### src/rtl/serial_par_rx.sv
// Receive-side serial-to-parallel lane: hunts for the comma byte, locks the byte
// boundary after COMMA_COUNT aligned commas, then strobes out non-comma bytes.
module serial_par_rx #(
    parameter logic [7:0]  COMMA       = 8'hBC,
    parameter int unsigned COMMA_COUNT = 4
) (
    input  logic       clk_32f,
    input  logic       reset,
    input  logic       data_in,
    output logic [7:0] data_out,
    output logic       valid_out,
    output logic       active,
    output logic       comma_det
);

    localparam logic [3:0] COMMA_TARGET = 4'(COMMA_COUNT);

    typedef enum logic [1:0] {
        SEEK,
        ALIGN,
        ACTIVE
    } state_t;

    state_t     r_state;
    logic [7:0] r_sr;
    logic [2:0] r_bit_cnt;
    logic [3:0] r_comma_cnt;
    logic [7:0] r_data;
    logic       r_valid;
    logic       r_active;
    logic       r_comma_det;

    state_t     w_state_nxt;
    logic [7:0] w_nsr;
    logic       w_byte_done;
    logic [3:0] w_cnt_inc;
    logic [2:0] w_bit_cnt_nxt;
    logic [3:0] w_comma_cnt_nxt;
    logic [7:0] w_data_nxt;
    logic       w_valid_nxt;
    logic       w_active_nxt;
    logic       w_comma_det_nxt;

    always_comb begin
        // NOTE: every signal gets a default first so no path through the case infers a latch.
        w_nsr           = {r_sr[6:0], data_in};
        w_byte_done     = (r_bit_cnt == 3'd7);
        w_cnt_inc       = r_comma_cnt + 4'd1;
        w_state_nxt     = r_state;
        w_bit_cnt_nxt   = r_bit_cnt + 3'd1;
        w_comma_cnt_nxt = r_comma_cnt;
        w_data_nxt      = r_data;
        w_valid_nxt     = 1'b0;
        w_active_nxt    = r_active;
        w_comma_det_nxt = 1'b0;

        case (r_state)
            SEEK: begin
                // Sliding search: a comma may start on any bit.
                if (w_nsr == COMMA) begin
                    w_comma_det_nxt = 1'b1;
                    w_bit_cnt_nxt   = 3'd0;
                    w_comma_cnt_nxt = 4'd1;
                    if (COMMA_TARGET == 4'd1) begin
                        w_state_nxt  = ACTIVE;
                        w_active_nxt = 1'b1;
                    end else begin
                        w_state_nxt = ALIGN;
                    end
                end
            end
            ALIGN: begin
                if (w_byte_done) begin
                    if (w_nsr == COMMA) begin
                        w_comma_det_nxt = 1'b1;
                        w_comma_cnt_nxt = w_cnt_inc;
                        if (w_cnt_inc == COMMA_TARGET) begin
                            w_state_nxt  = ACTIVE;
                            w_active_nxt = 1'b1;
                        end
                    end else begin
                        w_state_nxt     = SEEK;
                        w_comma_cnt_nxt = 4'd0;
                    end
                end
            end
            ACTIVE: begin
                // Commas are idle fill here: flagged but never delivered.
                if (w_byte_done) begin
                    if (w_nsr == COMMA) begin
                        w_comma_det_nxt = 1'b1;
                    end else begin
                        w_data_nxt  = w_nsr;
                        w_valid_nxt = 1'b1;
                    end
                end
            end
            default: begin
                w_state_nxt = SEEK;
            end
        endcase
    end

    // NOTE: sequential state uses non-blocking assignments so all registers update together.
    always_ff @(posedge clk_32f or negedge reset) begin
        if (!reset) begin
            r_state     <= SEEK;
            r_sr        <= 8'h00;
            r_bit_cnt   <= 3'd0;
            r_comma_cnt <= 4'd0;
            r_data      <= 8'h00;
            r_valid     <= 1'b0;
            r_active    <= 1'b0;
            r_comma_det <= 1'b0;
        end else begin
            r_state     <= w_state_nxt;
            r_sr        <= w_nsr;
            r_bit_cnt   <= w_bit_cnt_nxt;
            r_comma_cnt <= w_comma_cnt_nxt;
            r_data      <= w_data_nxt;
            r_valid     <= w_valid_nxt;
            r_active    <= w_active_nxt;
            r_comma_det <= w_comma_det_nxt;
        end
    end

    assign data_out  = r_data;
    assign valid_out = r_valid;
    assign active    = r_active;
    assign comma_det = r_comma_det;

endmodule

### config.mk
export PLATFORM = sky130hd
export DESIGN_NAME = serial_par_rx
export DESIGN_NICKNAME = d
export VERILOG_FILES = /design/src/rtl/serial_par_rx.sv
export SDC_FILE = /design/constraint.sdc
export NUM_CORES = 1
export LEC_CHECK = 0
export CORE_UTILIZATION = 35
export CTS_BUF_LIST = sky130_fd_sc_hd__clkbuf_8 sky130_fd_sc_hd__clkbuf_16
export DETAILED_ROUTE_END_ITERATION = 6
export DONT_BUFFER_PORTS = 1
export GPL_TIMING_DRIVEN = 0
export RECOVER_POWER = 25
export SLEW_MARGIN = 20
export SYNTH_ARGS = -nofsm -noshare
export SYNTH_HDL_FRONTEND = slang
export SYNTH_SLANG_ARGS = --single-unit
export TNS_END_PERCENT = 100
### constraint.sdc
create_clock -name clk_32f -period 2.35 [get_ports clk_32f]
set_clock_uncertainty 0.2 [all_clocks]
set_input_delay 0.5875 -clock clk_32f [delete_from_list [all_inputs] [get_ports clk_32f]]
set_output_delay 0.5875 -clock clk_32f [all_outputs]
set_load 0.02 [all_outputs]
==> out/qor.log <==
[outcome] result of the run finished, final reports clean
[clock_network] Setup Buffers After CTS 0
[run] max_cap viols 0
[detailed_routing] post-detailed-route DRC marker count 0
[timing] Tmin final 1.89 ns
[power] worst vdd rail ir drop 0.308 mV
[detailed_routing] Avg Vias per Cell 5.14
[timing] Tightest Pin Transition 0.395 ns
[logic_synthesis] count of cell types in the netlist 33
[logic_synthesis] commonest register cell after synthesis sky130_fd_sc_hd__dfrtp_1
[worst_setup_path] capture instance of the worst register-to-register path r_state[0]
[power] Sw Pwr 0.227 mW
[detailed_routing] initial detailed-routing violation count 33
[global_route] global-route congestion overflow total 0
[timing] highest clock frequency the design can meet 0.530 GHz
[layout] diode count 0
[global_route] vias in the first global route 770
[clock_network] CTS clk-pin slew, worst paths 0.10 ns
[clock_network] # H-tree levels 1
[min_path] Hold WC Path Type primary input to register
[logic_synthesis] number of flops mapped to enable cells by yosys 0
[clock_network] number of sinks on the clock net 27
[timing] setup TNS 0 ns
[clock_network] TritonCTS clock tree yes
[worst_setup_path] worst r2r src r_comma_cnt[0]
[clock_network] latest clock arrival within the worst-skew pair 0.27 ns
[timing] RSZ-0062 raised after global routing no
[layout] Core Util, Final 41.7%
[floorplan] io pins 14
[clock_network] total clock buffers created by CTS 3
[global_route] maximum number of pins on one net before global-route repair 28
[worst_setup_path] worst path arrival time 1.85 ns
[timing] Slew Limit Fails 0
[logic_synthesis] Async S/R FF share, synth 100%
[worst_setup_path] worst setup path end r_state[0]
[power] proportion of power drawn by flip-flops and latches 57.9%
[power] combinational power share 10.2%
[layout] Final #Nets 109
[logic_synthesis] syn_nets 102
[floorplan] area inside the core boundary 3440 um2
[worst_setup_path] Worst Setup Path Type register to register
[timing] final number of hold-violating endpoints 0
[timing] final worst-path setup slack 0.465 ns
[clock_network] maximum root-to-sink buffer count 2
[floorplan] Site Rows 21
[worst_setup_path] required time of the critical path 2.32 ns
[power] power density relative to cell area 614 nW/um2
[logic_synthesis] sequential-to-total area share from yosys stat 52.1%
[floorplan] Die X-Extent 62.9 um
[timing] period utilisation layout 80.2%
[logic_synthesis] FF+latch count, synth 27
[floorplan] die area 3950 um2
[clock_network] clock tree root buffer cell sky130_fd_sc_hd__clkbuf_8
[logic_synthesis] Post-Syn Area per Cell 14.2 um2
[layout] fraction of layout cells with a size suffix above 1 23.7%
[timing] count of endpoints failing setup in the final report 0
[detailed_routing] vias post-DR 735
[timing] hold_ws 0.129 ns
[floorplan] vertical die dimension 62.9 um
[logic_synthesis] post-synthesis cell count 91
[placement] count of buffers from port buffering 0
[power] internal power contribution 0.654 mW
[placement] worst setup timing slack at the placement stage 0.488 ns
[detailed_routing] number of detailed-routing iterations run before antenna repair 4
[min_path] Worst Hold Path Cells 0
[logic_synthesis] fraction of synthesized cell area taken by the top area cell type 52.1%
[placement] Final HPWL DP 1440 um
[logic_synthesis] most numerous cell in the Yosys netlist sky130_fd_sc_hd__dfrtp_1
[logic_synthesis] Synth area leaders sky130_fd_sc_hd__dfrtp_1 52%, sky130_fd_sc_hd__mux2_4 9.3%, sky130_fd_sc_hd__ha_1 7.7%
[global_route] antenna violations before repair 0
[timing] headroom to the max-slew limit 73.5%
[detailed_routing] Total Wirelength 2050 um
[worst_setup_path] number of cells on the worst reg-to-reg path 5
[worst_setup_path] startpoint types register
[worst_setup_path] element type at the critical path end register
[power] Sw Ratio 25.8%
[detailed_routing] number of nets still failing antenna checks after routing 0
[worst_setup_path] reg-to-reg setup timing slack 0.46 ns
[placement] final weighted congestion in routability-driven placement 0.792
[global_route] Tot GR Track Use 12.0%
[logic_synthesis] top cells by count, synth 27 x sky130_fd_sc_hd__dfrtp_1, 8 x sky130_fd_sc_hd__ha_1, 8 x sky130_fd_sc_hd__mux2_4, 5 x sky130_fd_sc_hd__a21oi_1, 5 x sky130_fd_sc_hd__inv_1
[floorplan] Starting Density 37.7%
[logic_synthesis] cell area after synthesis 1300 um2
[power] P_leak 0.651 nW
[layout] layout-stage area growth over the synthesis result 10.6%
[worst_setup_path] timing startpoint of the critical path r_comma_cnt[0]
[worst_setup_path] crit-path max FO 8
[logic_synthesis] library cell occupying the most area in the post-synthesis netlist sky130_fd_sc_hd__dfrtp_1
[clock_network] number of gates resized after CTS 0
[logic_synthesis] YS warnings 0
[power] clock network fraction of design power 31.9%
[detailed_routing] WL per Instance 14.3 um
[global_route] global-route wire length before repair 3630 um
==> registers in the layout (all words and copies together), names as in the netlist <==
name	count
valid_out	1
comma_det	1
data_out	8
r_sr	7
active	1
r_comma_cnt	4
r_bit_cnt	3
r_state	2
==> stage by stage <==
stage | total power, mW | instances | area (um2)
global placement | 0.591 | 137 | 1350
global route | 0.928 | 143 | 1430
floorplan | 0.577 | 91 | 1300
CTS | 0.889 | 143 | 1430
finish | 0.881 | 143 | 1430
detailed placement | 0.595 | 137 | 1350
==> power by group through the flow <==
stage | Sequential [mW] | Clock, mW | Combinational, mW
after CTS | 0.511 | 0.287 | 0.0911
after global placement | 0.518 | 0 | 0.0732
after global routing | 0.514 | 0.309 | 0.105
final | 0.510 | 0.281 | 0.0895
after detailed placement | 0.520 | 0 | 0.0750
after floorplan | 0.516 | 0 | 0.0611
==> kinds of logic after synthesis <==
family	Yosys count	synth area share [%]
flip-flops	27	52.1
AO/OA/AOI/OAI	24	14.5
AND/OR/NAND/NOR	19	15.0
multiplexers	8	9.27
adder cells (fa/ha/maj)	8	7.72
buffers and inverters	5	1.45
==> how the worst min path moves through the flow <==
| stage | start | to | slack [ns] |
|---|---|---|---|
| floorplan | reset | active | 0.09 |
| global placement | reset | data_out[4] | 0.09 |
| detailed placement | reset | data_out[4] | 0.09 |
| CTS | data_in | r_sr[0] | 0.12 |
| global route | data_in | r_sr[0] | 0.11 |
| finish | data_in | r_sr[0] | 0.13 |
==> timing repair <==
| action | in CTS | in global routing |
|---|---|---|
| endpoints found under the hold margin | 27 | 0 |
| hold buffers | 2 | 0 |
| endpoints found under the setup margin | 0 | 0 |
==> worst max-delay path: stages (launching register included) <==
cell and delay (ns):
sky130_fd_sc_hd__dfrtp_1 0.49, sky130_fd_sc_hd__ha_1 0.29, sky130_fd_sc_hd__nand3b_1 0.18, sky130_fd_sc_hd__o31ai_2 0.36, sky130_fd_sc_hd__o2111ai_1 0.15, sky130_fd_sc_hd__o311ai_1 0.13
==> cell usage in the layout (no fill, tap or decap), drive strengths merged, types with 2 or more instances in the layout <==
| cell | count |
|---|---|
| o31ai | 3 |
| dfrtp | 27 |
| ha | 8 |
| nand4bb | 2 |
| clkbuf | 3 |
| nor2b | 2 |
| mux2 | 8 |
| a21o | 2 |
| o21ai | 2 |
| nor2 | 2 |
| a21oi | 5 |
| and2 | 2 |
| inv | 6 |
| nand2 | 4 |
| a22o | 4 |
==> final cells by class <==
class / count / area [um2]
timing repair buffer: 2 / 30.0
tap: 46 / 57.6
sequential: 27 / 676
inverter: 5 / 18.8
clock inverter: 1 / 8.76
multi-input combinational: 59 / 602
fill: 330 / 2010
clock buffer: 3 / 41.3
==> per-layer routing <==
| metal | track usage [%] | vias to the layer above | part of all wire (%) |
|---|---|---|---|
| met4 | 6.98 | 0 | 2.3 |
| met3 | 2.55 | 4 | 2.6 |
| met2 | 18.5 | 14 | 46 |
| met1 | 15.4 | 368 | 49 |
| li1 | - | 349 | - |
| met5 | 0 | - | 0 |
Note: power is estimated with default switching activity, not from simulation.
